$ cat src/rtl/jvo_pulse_seq_if.sv
`default_nettype none
// ============================================================================
// Module   : jvo_pulse_seq_if
// Brief    : Register-side bundle for the N-channel pulse sequencer. The
//            register file is the master, the sequencer is the slave.
// Revision : 1.0 - initial release
// ============================================================================
interface jvo_pulse_seq_if #(
  parameter int N_CH  = 20,
  parameter int CNT_W = 32,
  parameter int REP_W = 16
);
  logic                    i_en;
  logic                    i_run;
  logic                    i_single;
  logic [REP_W-1:0]        i_rep_count;
  logic [CNT_W-1:0]        i_max_count;
  logic [N_CH*CNT_W-1:0]   i_cnt_beg;
  logic [N_CH*CNT_W-1:0]   i_cnt_end;
  logic [N_CH-1:0]         i_io_init;
  logic                    i_upd;
  logic [N_CH-1:0]         o_io;
  logic [CNT_W-1:0]        o_count;
  logic                    o_period_tick;
  logic                    o_busy;
  logic                    o_done;
  logic                    o_upd_ack;

  modport master (
    output i_en, i_run, i_single, i_rep_count, i_max_count,
           i_cnt_beg, i_cnt_end, i_io_init, i_upd,
    input  o_io, o_count, o_period_tick, o_busy, o_done, o_upd_ack
  );

  modport slave (
    input  i_en, i_run, i_single, i_rep_count, i_max_count,
           i_cnt_beg, i_cnt_end, i_io_init, i_upd,
    output o_io, o_count, o_period_tick, o_busy, o_done, o_upd_ack
  );
endinterface
`default_nettype wire

$ cat src/rtl/jvo_pulse_seq.sv
`default_nettype none
// ============================================================================
// Module   : jvo_pulse_seq
// Brief    : N-channel pulse sequencer. One period counter drives per-channel
//            begin/end compares; settings are double-buffered and only change
//            at period boundaries while running. Single-shot or free-run.
// Revision : 1.0 - initial release
// ============================================================================
module jvo_pulse_seq #(
  parameter int N_CH  = 20,
  parameter int CNT_W = 32,
  parameter int REP_W = 16
) (
  input  wire            clk,
  input  wire            rst,
  jvo_pulse_seq_if.slave bus
);

  localparam logic [1:0]       c_st_idle = 2'd0;
  localparam logic [1:0]       c_st_run  = 2'd1;
  localparam logic [1:0]       c_st_done = 2'd2;
  localparam logic [CNT_W-1:0] c_cnt_one = {{(CNT_W-1){1'b0}}, 1'b1};
  localparam logic [REP_W:0]   c_rep_one = {{REP_W{1'b0}}, 1'b1};

  logic [1:0]              r_state;
  logic [CNT_W-1:0]        r_count;
  logic [N_CH-1:0]         r_io;
  logic [REP_W-1:0]        r_rep;
  logic                    r_upd_pend;
  logic                    r_tick;
  logic                    r_ack;

  logic [CNT_W-1:0]        r_sh_max;
  logic [N_CH*CNT_W-1:0]   r_sh_beg;
  logic [N_CH*CNT_W-1:0]   r_sh_end;
  logic [N_CH-1:0]         r_sh_init;

  logic                    w_go;
  logic                    w_wrap;
  logic                    w_last;
  logic                    w_reload;
  logic                    w_load_sh;
  logic [REP_W:0]          w_rep_next;
  logic [REP_W:0]          w_rep_tgt;
  logic [N_CH-1:0]         w_io_cmp;

  assign w_go       = bus.i_en & bus.i_run;
  assign w_wrap     = (r_count == r_sh_max);
  // One bit wider so the completed-period count never aliases before compare.
  assign w_rep_next = {1'b0, r_rep} + c_rep_one;
  assign w_rep_tgt  = (bus.i_rep_count == '0) ? c_rep_one : {1'b0, bus.i_rep_count};
  assign w_last     = bus.i_single & (w_rep_next >= w_rep_tgt);
  // An upd arriving on the wrap edge itself counts for that wrap.
  assign w_reload   = (r_state == c_st_run) & w_go & w_wrap & (r_upd_pend | bus.i_upd);
  // Shadows are transparent in IDLE and otherwise only change on a reload.
  assign w_load_sh  = (r_state == c_st_idle) | w_reload;

  // Per-channel compare: begin match asserts, end match deasserts, begin wins.
  for (genvar g = 0; g < N_CH; g++) begin : g_ch
    logic [CNT_W-1:0] w_beg;
    logic [CNT_W-1:0] w_end;
    assign w_beg       = r_sh_beg[g*CNT_W +: CNT_W];
    assign w_end       = r_sh_end[g*CNT_W +: CNT_W];
    assign w_io_cmp[g] = (r_count == w_beg) ? ~r_sh_init[g] :
                         (r_count == w_end) ?  r_sh_init[g] : r_io[g];
  end

  // Shadow settings register bank.
  always_ff @(posedge clk or posedge rst) begin
    if (rst) begin
      r_sh_max  <= '0;
      r_sh_beg  <= '0;
      r_sh_end  <= '0;
      r_sh_init <= '0;
    end else if (w_load_sh) begin
      r_sh_max  <= bus.i_max_count;
      r_sh_beg  <= bus.i_cnt_beg;
      r_sh_end  <= bus.i_cnt_end;
      r_sh_init <= bus.i_io_init;
    end
  end

  // Sequencer FSM with period counter, channel outputs and status pulses.
  always_ff @(posedge clk or posedge rst) begin
    if (rst) begin
      r_state    <= c_st_idle;
      r_count    <= '0;
      r_io       <= '0;
      r_rep      <= '0;
      r_upd_pend <= 1'b0;
      r_tick     <= 1'b0;
      r_ack      <= 1'b0;
    end else begin
      r_tick <= 1'b0;
      r_ack  <= 1'b0;
      case (r_state)
        c_st_idle: begin
          r_count    <= '0;
          r_io       <= '0;
          r_upd_pend <= 1'b0;
          if (w_go) begin
            r_state <= c_st_run;
            r_io    <= bus.i_io_init;
            r_rep   <= '0;
          end
        end
        c_st_run: begin
          if (!w_go) begin
            r_state    <= c_st_idle;
            r_count    <= '0;
            r_io       <= '0;
            r_upd_pend <= 1'b0;
          end else begin
            r_io <= w_io_cmp;
            if (bus.i_upd) begin
              r_upd_pend <= 1'b1;
            end
            if (w_wrap) begin
              r_count <= '0;
              r_tick  <= 1'b1;
              r_rep   <= w_rep_next[REP_W-1:0];
              if (w_reload) begin
                r_upd_pend <= 1'b0;
                r_ack      <= 1'b1;
              end
              // Final period of a single-shot run parks outputs at idle level.
              if (w_last) begin
                r_state <= c_st_done;
                r_io    <= r_sh_init;
              end
            end else begin
              r_count <= r_count + c_cnt_one;
            end
          end
        end
        c_st_done: begin
          r_count <= '0;
          r_io    <= r_sh_init;
          if (bus.i_upd) begin
            r_upd_pend <= 1'b1;
          end
          if (!w_go) begin
            r_state    <= c_st_idle;
            r_io       <= '0;
            r_upd_pend <= 1'b0;
          end
        end
        default: begin
          r_state <= c_st_idle;
          r_count <= '0;
          r_io    <= '0;
        end
      endcase
    end
  end

  assign bus.o_io          = r_io;
  assign bus.o_count       = r_count;
  assign bus.o_period_tick = r_tick;
  assign bus.o_busy        = (r_state == c_st_run);
  assign bus.o_done        = (r_state == c_st_done);
  assign bus.o_upd_ack     = r_ack;

endmodule
`default_nettype wire
$ cat src/flat_wrapper.sv
// flat-port wrapper written by rule: the top's interface ports become plain ports
module jvo_pulse_seq_flat 
#(
  parameter int N_CH  = 20,
  parameter int CNT_W = 32,
  parameter int REP_W = 16
)
  (clk, rst, bus_i_en, bus_i_run, bus_i_single, bus_i_rep_count, bus_i_max_count, bus_i_cnt_beg, bus_i_cnt_end, bus_i_io_init, bus_i_upd, bus_o_io, bus_o_count, bus_o_period_tick, bus_o_busy, bus_o_done, bus_o_upd_ack);
  jvo_pulse_seq_if #(.N_CH(N_CH), .CNT_W(CNT_W), .REP_W(REP_W)) bus_i ();
  input  wire clk;
  input  wire rst;
  input wire logic [$bits(bus_i.i_en)-1:0] bus_i_en;
  input wire logic [$bits(bus_i.i_run)-1:0] bus_i_run;
  input wire logic [$bits(bus_i.i_single)-1:0] bus_i_single;
  input wire logic [$bits(bus_i.i_rep_count)-1:0] bus_i_rep_count;
  input wire logic [$bits(bus_i.i_max_count)-1:0] bus_i_max_count;
  input wire logic [$bits(bus_i.i_cnt_beg)-1:0] bus_i_cnt_beg;
  input wire logic [$bits(bus_i.i_cnt_end)-1:0] bus_i_cnt_end;
  input wire logic [$bits(bus_i.i_io_init)-1:0] bus_i_io_init;
  input wire logic [$bits(bus_i.i_upd)-1:0] bus_i_upd;
  output wire logic [$bits(bus_i.o_io)-1:0] bus_o_io;
  output wire logic [$bits(bus_i.o_count)-1:0] bus_o_count;
  output wire logic [$bits(bus_i.o_period_tick)-1:0] bus_o_period_tick;
  output wire logic [$bits(bus_i.o_busy)-1:0] bus_o_busy;
  output wire logic [$bits(bus_i.o_done)-1:0] bus_o_done;
  output wire logic [$bits(bus_i.o_upd_ack)-1:0] bus_o_upd_ack;
  assign bus_i.i_en = bus_i_en;
  assign bus_i.i_run = bus_i_run;
  assign bus_i.i_single = bus_i_single;
  assign bus_i.i_rep_count = bus_i_rep_count;
  assign bus_i.i_max_count = bus_i_max_count;
  assign bus_i.i_cnt_beg = bus_i_cnt_beg;
  assign bus_i.i_cnt_end = bus_i_cnt_end;
  assign bus_i.i_io_init = bus_i_io_init;
  assign bus_i.i_upd = bus_i_upd;
  assign bus_o_io = bus_i.o_io;
  assign bus_o_count = bus_i.o_count;
  assign bus_o_period_tick = bus_i.o_period_tick;
  assign bus_o_busy = bus_i.o_busy;
  assign bus_o_done = bus_i.o_done;
  assign bus_o_upd_ack = bus_i.o_upd_ack;
  jvo_pulse_seq #(.N_CH(N_CH), .CNT_W(CNT_W), .REP_W(REP_W)) u_core (.clk(clk), .rst(rst), .bus(bus_i));
endmodule
$ cat config.mk
export PLATFORM = sky130hd
export DESIGN_NAME = jvo_pulse_seq_flat
export DESIGN_NICKNAME = d
export VERILOG_FILES = /design/src/rtl/jvo_pulse_seq_if.sv /design/src/rtl/jvo_pulse_seq.sv /design/src/flat_wrapper.sv
export SDC_FILE = /design/constraint.sdc
export NUM_CORES = 2
export LEC_CHECK = 0
export CAP_MARGIN = 30
export CELL_PAD_IN_SITES_DETAIL_PLACEMENT = 0
export CELL_PAD_IN_SITES_GLOBAL_PLACEMENT = 1
export CORE_AREA = 2 2 551 553
export CTS_CLUSTER_SIZE = 20
export DETAILED_ROUTE_END_ITERATION = 8
export DIE_AREA = 0 0 553 555
export HOLD_SLACK_MARGIN = 0.12
export PLACE_DENSITY = 0.57
export SLEW_MARGIN = 10
export SYNTH_ARGS = -nofsm -noshare
export SYNTH_HDL_FRONTEND = slang
export SYNTH_SLANG_ARGS = --single-unit
$ cat constraint.sdc
create_clock -name clk -period 120.1 [get_ports clk]
set_input_delay 12.01 -clock clk [delete_from_list [all_inputs] [get_ports clk]]
set_output_delay 12.01 -clock clk [all_outputs]
set_load 0.01 [all_outputs]
Word-level counts from Yosys, hierarchy flattened

Index checks and enable logic that the tools add are counted.

Add/subtract/negate cells: 2
Order comparisons: 1
Equality and inequality tests: 49
Multiplexer cells: 73
Bitwise operators: 27
Reductions and logical operators: 6

Operator list:

| kind                  | number |
|---|---|
| $eq 32x32->1          | 41 |
| $mux 20               | 5 |
| $mux 32               | 3 |
| $mux 16               | 4 |
| $pmux 20 s3           | 1 |
| $mux 1                | 52 |
| $add 32x1->32 const B | 1 |
| $pmux 16 s2           | 1 |
| $not 1->1             | 20 |
| $add 16x1->17 const B | 1 |
| $ge 17x17->1          | 1 |
| $logic_not 16->1      | 1 |
| $mux 2                | 5 |
| $reduce_and 4->1      | 2 |
| $ne 2x1->1 const B    | 3 |
| $ne 3x3->1 const B    | 2 |
| $pmux 2 s3            | 1 |
| $and 1x1->1           | 5 |
| $pmux 1 s3            | 1 |
| $reduce_bool 3->1     | 1 |
| $eq 2x1->1 const B    | 1 |
| $eq 2x2->1 const B    | 1 |
| $logic_not 2->1       | 1 |
| $ne 2x2->1 const B    | 1 |
| other kinds (2)       | 3 |

Register bits: 1405
Input bits: 1354
Output and inout bits: 56
Logic and storage cells: 169

Logic depth before layout (Yosys ltp)

Depth in word-level cells: 8
Depth in mapped cells: 14
Gate-level depth less buffers: 13

Worst setup path after synthesis

No wires, ideal clock.

Path type: input-to-reg
Start: input bus_i_rep_count[9]
End: register u_core.r_io[11], in the netlist u_core.bus.o_io[11]
Setup time: 0.126 ns
Arrival time: 14.161 ns
Data required time: 119.974 ns
Slack: 105.812 ns
Stages on the path: 11
Path buffers: 1
Cells stage by stage: nor4_1 > a41o_1 > ha_1 > nor2b_1 > o21ai_0 > nand3_1 > a211oi_1 > o311ai_0 > clkbuf_1 > a211oi_1 > a311o_1

Cells in the longest elaborated chain, start to end: 8

Ends and longest elaborated chain:

| what                 | line                 | RTL |
|---|---|---|
| from (decl)          | flat_wrapper.sv:15   | `input wire logic [$bits(bus_i.i_rep_count)-1:0] bus_i_rep_count;` |
| $logic_not 16->1     | jvo_pulse_seq.sv:51  | `assign w_rep_tgt = (bus.i_rep_count == '0) ? c_rep_one : {1'b0, bus.i_rep_count};` |
| $mux 16 *            | jvo_pulse_seq.sv:51  |  |
| $ge 17x17->1 *       | jvo_pulse_seq.sv:52  | `assign w_last = bus.i_single & (w_rep_next >= w_rep_tgt);` |
| $and 1x1->1 *        | jvo_pulse_seq.sv:52  |  |
| $mux 20 *            | jvo_pulse_seq.sv:127 | `if (w_last) begin` |
| $mux 20 *            | jvo_pulse_seq.sv:118 | `if (w_wrap) begin` |
| $mux 20 *            | jvo_pulse_seq.sv:108 | `if (!w_go) begin` |
| $pmux 20 s3 *        | jvo_pulse_seq.sv:96  | `case (r_state)` |
| to (signal assigned) | jvo_pulse_seq.sv:103 | `r_io <= bus.i_io_init;` |
| to (signal assigned) | jvo_pulse_seq.sv:114 | `r_io <= w_io_cmp;` |
| to (signal assigned) | jvo_pulse_seq.sv:129 | `r_io <= r_sh_init;` |
| to (decl)            | jvo_pulse_seq.sv:27  | `logic [N_CH-1:0] r_io;` |

Every way passes the cells marked *; elsewhere a longest branch is shown, timed or not.
A chain may end at the register's enable or synchronous reset.

Worst setup path after layout

Start: input bus_i_run
End: register u_core.r_sh_beg[442]

Cells in the longest elaborated chain, start to end: 5

Ends and longest elaborated chain:

| what                     | line                | RTL |
|---|---|---|
| from (decl)              | flat_wrapper.sv:13  | `input wire logic [$bits(bus_i.i_run)-1:0] bus_i_run;` |
| $and 1x1->1              | jvo_pulse_seq.sv:47 | `assign w_go = bus.i_en & bus.i_run;` |
| $and 1x1->1 (3 in a row) | jvo_pulse_seq.sv:54 | `assign w_reload = (r_state == c_st_run) & w_go & w_wrap & (r_upd_pend \| bus.i_upd);` |
| $or 1x1->1               | jvo_pulse_seq.sv:56 | `assign w_load_sh = (r_state == c_st_idle) \| w_reload;` |
| to (signal assigned)     | jvo_pulse_seq.sv:77 | `r_sh_beg <= bus.i_cnt_beg;` |
| to (decl)                | jvo_pulse_seq.sv:34 | `logic [N_CH*CNT_W-1:0] r_sh_beg;` |

Every way passes these cells.

==> flow_metrics.py <==
metrics = {
    "status": {
        "status": "finished, final reports clean",
    },
    "drt": {
        "wire_per_inst_um": 31.9,
        "wl_mm": 348,
        "drtAntennaViolNets": 0,
        "vias": 49000,
        "drt_iter0_drc": 2977,
        "drt_pass1_iterations": 5,
        "vias_per_cell": 4.50,
        "drc": 0,
    },
    "clocking": {
        "cts-htree-levels": 4,
        "cts.path.max_buffers": 4,
        "clkLatencyLatePin_ns": 0.87,
        "postCtsSetupRepairBufs": 0,
        "cts_buffers": 177,
        "cts-root-buf": "clkbuf_16",
        "clk_pin_slew_worst_paths_ns": 0.06,
        "cts_tree": "built",
        "cts_hold_buf": 0,
        "postCtsResizedCells": 0,
        "cts.sinks": 1405,
    },
    "place": {
        "routabilityCongestion": 0.864,
        "dp_hpwl_mm": 263,
        "port-buffer-count": 1409,
        "placedInstanceArea_mm2": 0.0895,
    },
    "setup_path": {
        "rr_endpoint": "u_core.r_sh_beg[442]$_DFFE_PP0P_",
        "cp_max_fo": 142,
        "crit_chain": "clkdlybuf4s50_1 > nand3_1 > nor3_2 > and2_1 > nor2_4 > buf_12 > buf_4 > buf_4 > buf_4 > buf_12 > buf_4 > buf_4 > buf_4 > mux2_2",
        "path_class": "primary input to register",
        "cpPeakStageDelay_ns": 0.86,
        "crit_required_ns": 120.83,
        "worst_r2r_path_depth": 15,
        "r2r_start": "u_core.bus.o_count[21]$_DFF_PP0_",
        "cp-end-kind": "register",
        "cp_slowest_cell": "buf_4",
        "cp-startpoint": "bus_i_run",
        "reg2reg_setup_slack_ns": 111.62,
        "path_common_cell": "buf_4",
        "worst-endpoint-arrival_ns": 19.48,
        "cp-start-kind": "primary input",
    },
    "floorplanning": {
        "die_area_mm2": 0.307,
        "die_w_um": 553,
        "die_h_um": 555,
        "initial_core_util_pct": 23.5,
        "ios": 1410,
        "row_count": 202,
        "core_area_mm2": 0.301,
    },
    "synthesis": {
        "synthTopCellsByArea": "dfrtp_1 (50%), mux2_2 (14%), mux2_4 (10%), xor2_1 (8.7%), xnor2_1 (8.1%)",
        "synth_nets": 6660,
        "synth_common_cells": "dfrtp_1 (1,405), mux2_2 (854), xor2_1 (699), xnor2_1 (656), mux2_4 (480)",
        "synthDistinctLibCells": 41,
        "synth-edff-count": 0,
        "yosysWarnings": 0,
        "synth_top_area_share_pct": 49.7,
        "seq_area_frac_synth_pct": 49.7,
        "yosysMostFrequentCell": "dfrtp_1",
        "synthCells": 5284,
        "synth_flop_cell": "dfrtp_1",
        "ys_ff_latch": 1405,
        "synth_top_area_cell": "dfrtp_1",
        "synthArstFlopShare_pct": 100,
        "synth_area_per_cell_um2": 13.4,
        "synth_area_mm2": 0.0707,
    },
    "layout": {
        "nets": 8089,
        "postLayoutCellArea_mm2": 0.0959,
        "layout-drive-gt1-share_pct": 26.6,
        "syn_to_final_growth_pct": 35.6,
    },
    "timing": {
        "period_needed_ns": 18.75,
        "fmax_mhz": 53.3,
        "finClkSkew_ns": 0.0411,
        "worst_pin_slew_ns": 1.14,
        "rsz0062_at_grt": "no",
        "setup_viol": 0,
        "post-route-period-util_pct": 15.6,
        "hold_viol_final": 0,
        "maxSlewViolCount": 0,
        "relSlewSlack_pct": 23.7,
        "setup_tns_ns": 0,
    },
    "global_routing": {
        "grt_remaining_overflow": 0,
        "grt_usage_pct": 22.0,
        "grt_pass1_vias": 52300,
        "grt_pass1_wl_mm": 462,
        "grt_max_degree": 154,
        "antenna_found_initial": 129,
    },
    "hold_path": {
        "holdPathStages": 1,
        "hp-start": "u_core.r_sh_beg[325]$_DFFE_PP0P_",
        "hold_end": "u_core.r_sh_beg[325]$_DFFE_PP0P_",
        "hold_class": "register to register",
    },
    "run": {
        "drv_cap": 0,
    },
    "pwr": {
        "leakage_nw": 38.9,
        "ir_drop_mv": 0.0152,
        "p_per_area_mw_per_mm2": 20.3,
    },
}
==> where the power goes <==
part | internal [mW] | total, mW | switching (mW)
combinational | 0.376 | 0.618 | 0.242
clock | 0.323 | 0.550 | 0.227
sequential | 0.648 | 0.782 | 0.135
==> through the flow <==
stage | power, mW | util [%] | hold slack, ns | setup slack (ns) | std cells
global placement | 1.39 | 29.7 | 0.506 | 100.14 | 10500
global route | 2.04 | 31.8 | 0.529 | 101.00 | 10900
finish | 1.95 | 31.8 | 0.524 | 101.35 | 10900
detailed placement | 1.40 | 29.7 | 0.514 | 100.04 | 10500
CTS | 1.96 | 31.7 | 0.527 | 100.99 | 10800
floorplan | 1.24 | - | 0.470 | 68.47 | 5284
==> metal layers <==
metal	GRT usage, %	vias to the layer above	share of wire [%]
met4	6.62	92	3.2
met5	0	-	0.17
li1	-	21300	-
met2	37.9	1689	49
met3	4.59	480	5.7
met1	27.5	25500	42
==> worst max-delay path by stage <==
stage	slack, ns	to
2_1_floorplan	68.47	u_core.bus.o_count[0]$_DFF_PP0_
3_3_place_gp	100.14	u_core.r_sh_beg[439]$_DFFE_PP0P_
3_5_place_dp	100.04	u_core.r_sh_beg[472]$_DFFE_PP0P_
4_1_cts	100.99	u_core.r_sh_beg[472]$_DFFE_PP0P_
5_1_grt	101.00	u_core.r_sh_beg[445]$_DFFE_PP0P_
6_report	101.35	u_core.r_sh_beg[442]$_DFFE_PP0P_
==> kinds of logic (layout without fill, tap and decap cells) <==
logic type | Yosys count | in the layout | synth area share (%)
flip-flops | 1405 | 1405 | 49.7
XOR/XNOR | 1355 | 1355 | 16.8
multiplexers | 1335 | 1335 | 23.8
AND/OR/NAND/NOR | 661 | 661 | 5.28
buffers and inverters | 379 | 1945 | 2.79
AO/OA/AOI/OAI | 127 | 127 | 1.20
adder cells (fa/ha/maj) | 22 | 22 | 0.389
other | 0 | 69 | 0
==> final cells by class <==
class / instances / area [µm²]
fillers: 30200 / 205000
flip-flops and latches: 1405 / 35300
multi-input cells: 3500 / 33600
inverters: 49 / 191
diodes: 69 / 173
well taps: 3978 / 4980
clock inverters: 44 / 587
repair buffers: 1580 / 15800
clock buffers: 272 / 5280
==> flip-flops by register name, summed over array words and instances (netlist names) <==
| register | cells |
|---|---|
| u_core.r_sh_beg | 640 |
| u_core.r_sh_end | 640 |
| u_core.bus.o_count | 32 |
| u_core.r_sh_max | 32 |
| u_core.bus.o_io | 20 |
| u_core.r_sh_init | 20 |
| u_core.r_rep | 16 |
| u_core.r_state | 2 |
| u_core.bus.o_period_tick | 1 |
| u_core.bus.o_upd_ack | 1 |
| u_core.r_upd_pend | 1 |
==> critical path, delay by kind of cell <==
kind	cells	cell delay [ns]
buf+inv	9	5.73
mux	1	0.41
simple gates	4	0.99
==> cells in the final DEF (no fill, tap or decap), types with 4 or more instances in the layout <==
cell	n
a22oi_1	20
bufinv_16	9
mux2_4	480
and3_1	6
nand4_1	214
clkbuf_16	178
nand3_1	23
o21a_1	18
buf_16	11
a21oi_1	28
xor2_1	699
clkbuf_8	47
nand3b_1	11
nor4_1	227
inv_1	48
clkbuf_1	47
a211o_1	18
ha_1	22
a211oi_1	4
dfrtp_4	32
nor3_1	5
xnor2_1	656
nand2_1	70
o21ai_0	28
buf_4	142
inv_6	6
clkinv_2	19
nor2_1	87
dfrtp_1	1373
clkdlybuf4s50_1	1409
diode_2	69
mux2_2	854
nor4_2	5
buf_6	4
buf_12	12
(Power assumes the default switching activity.)
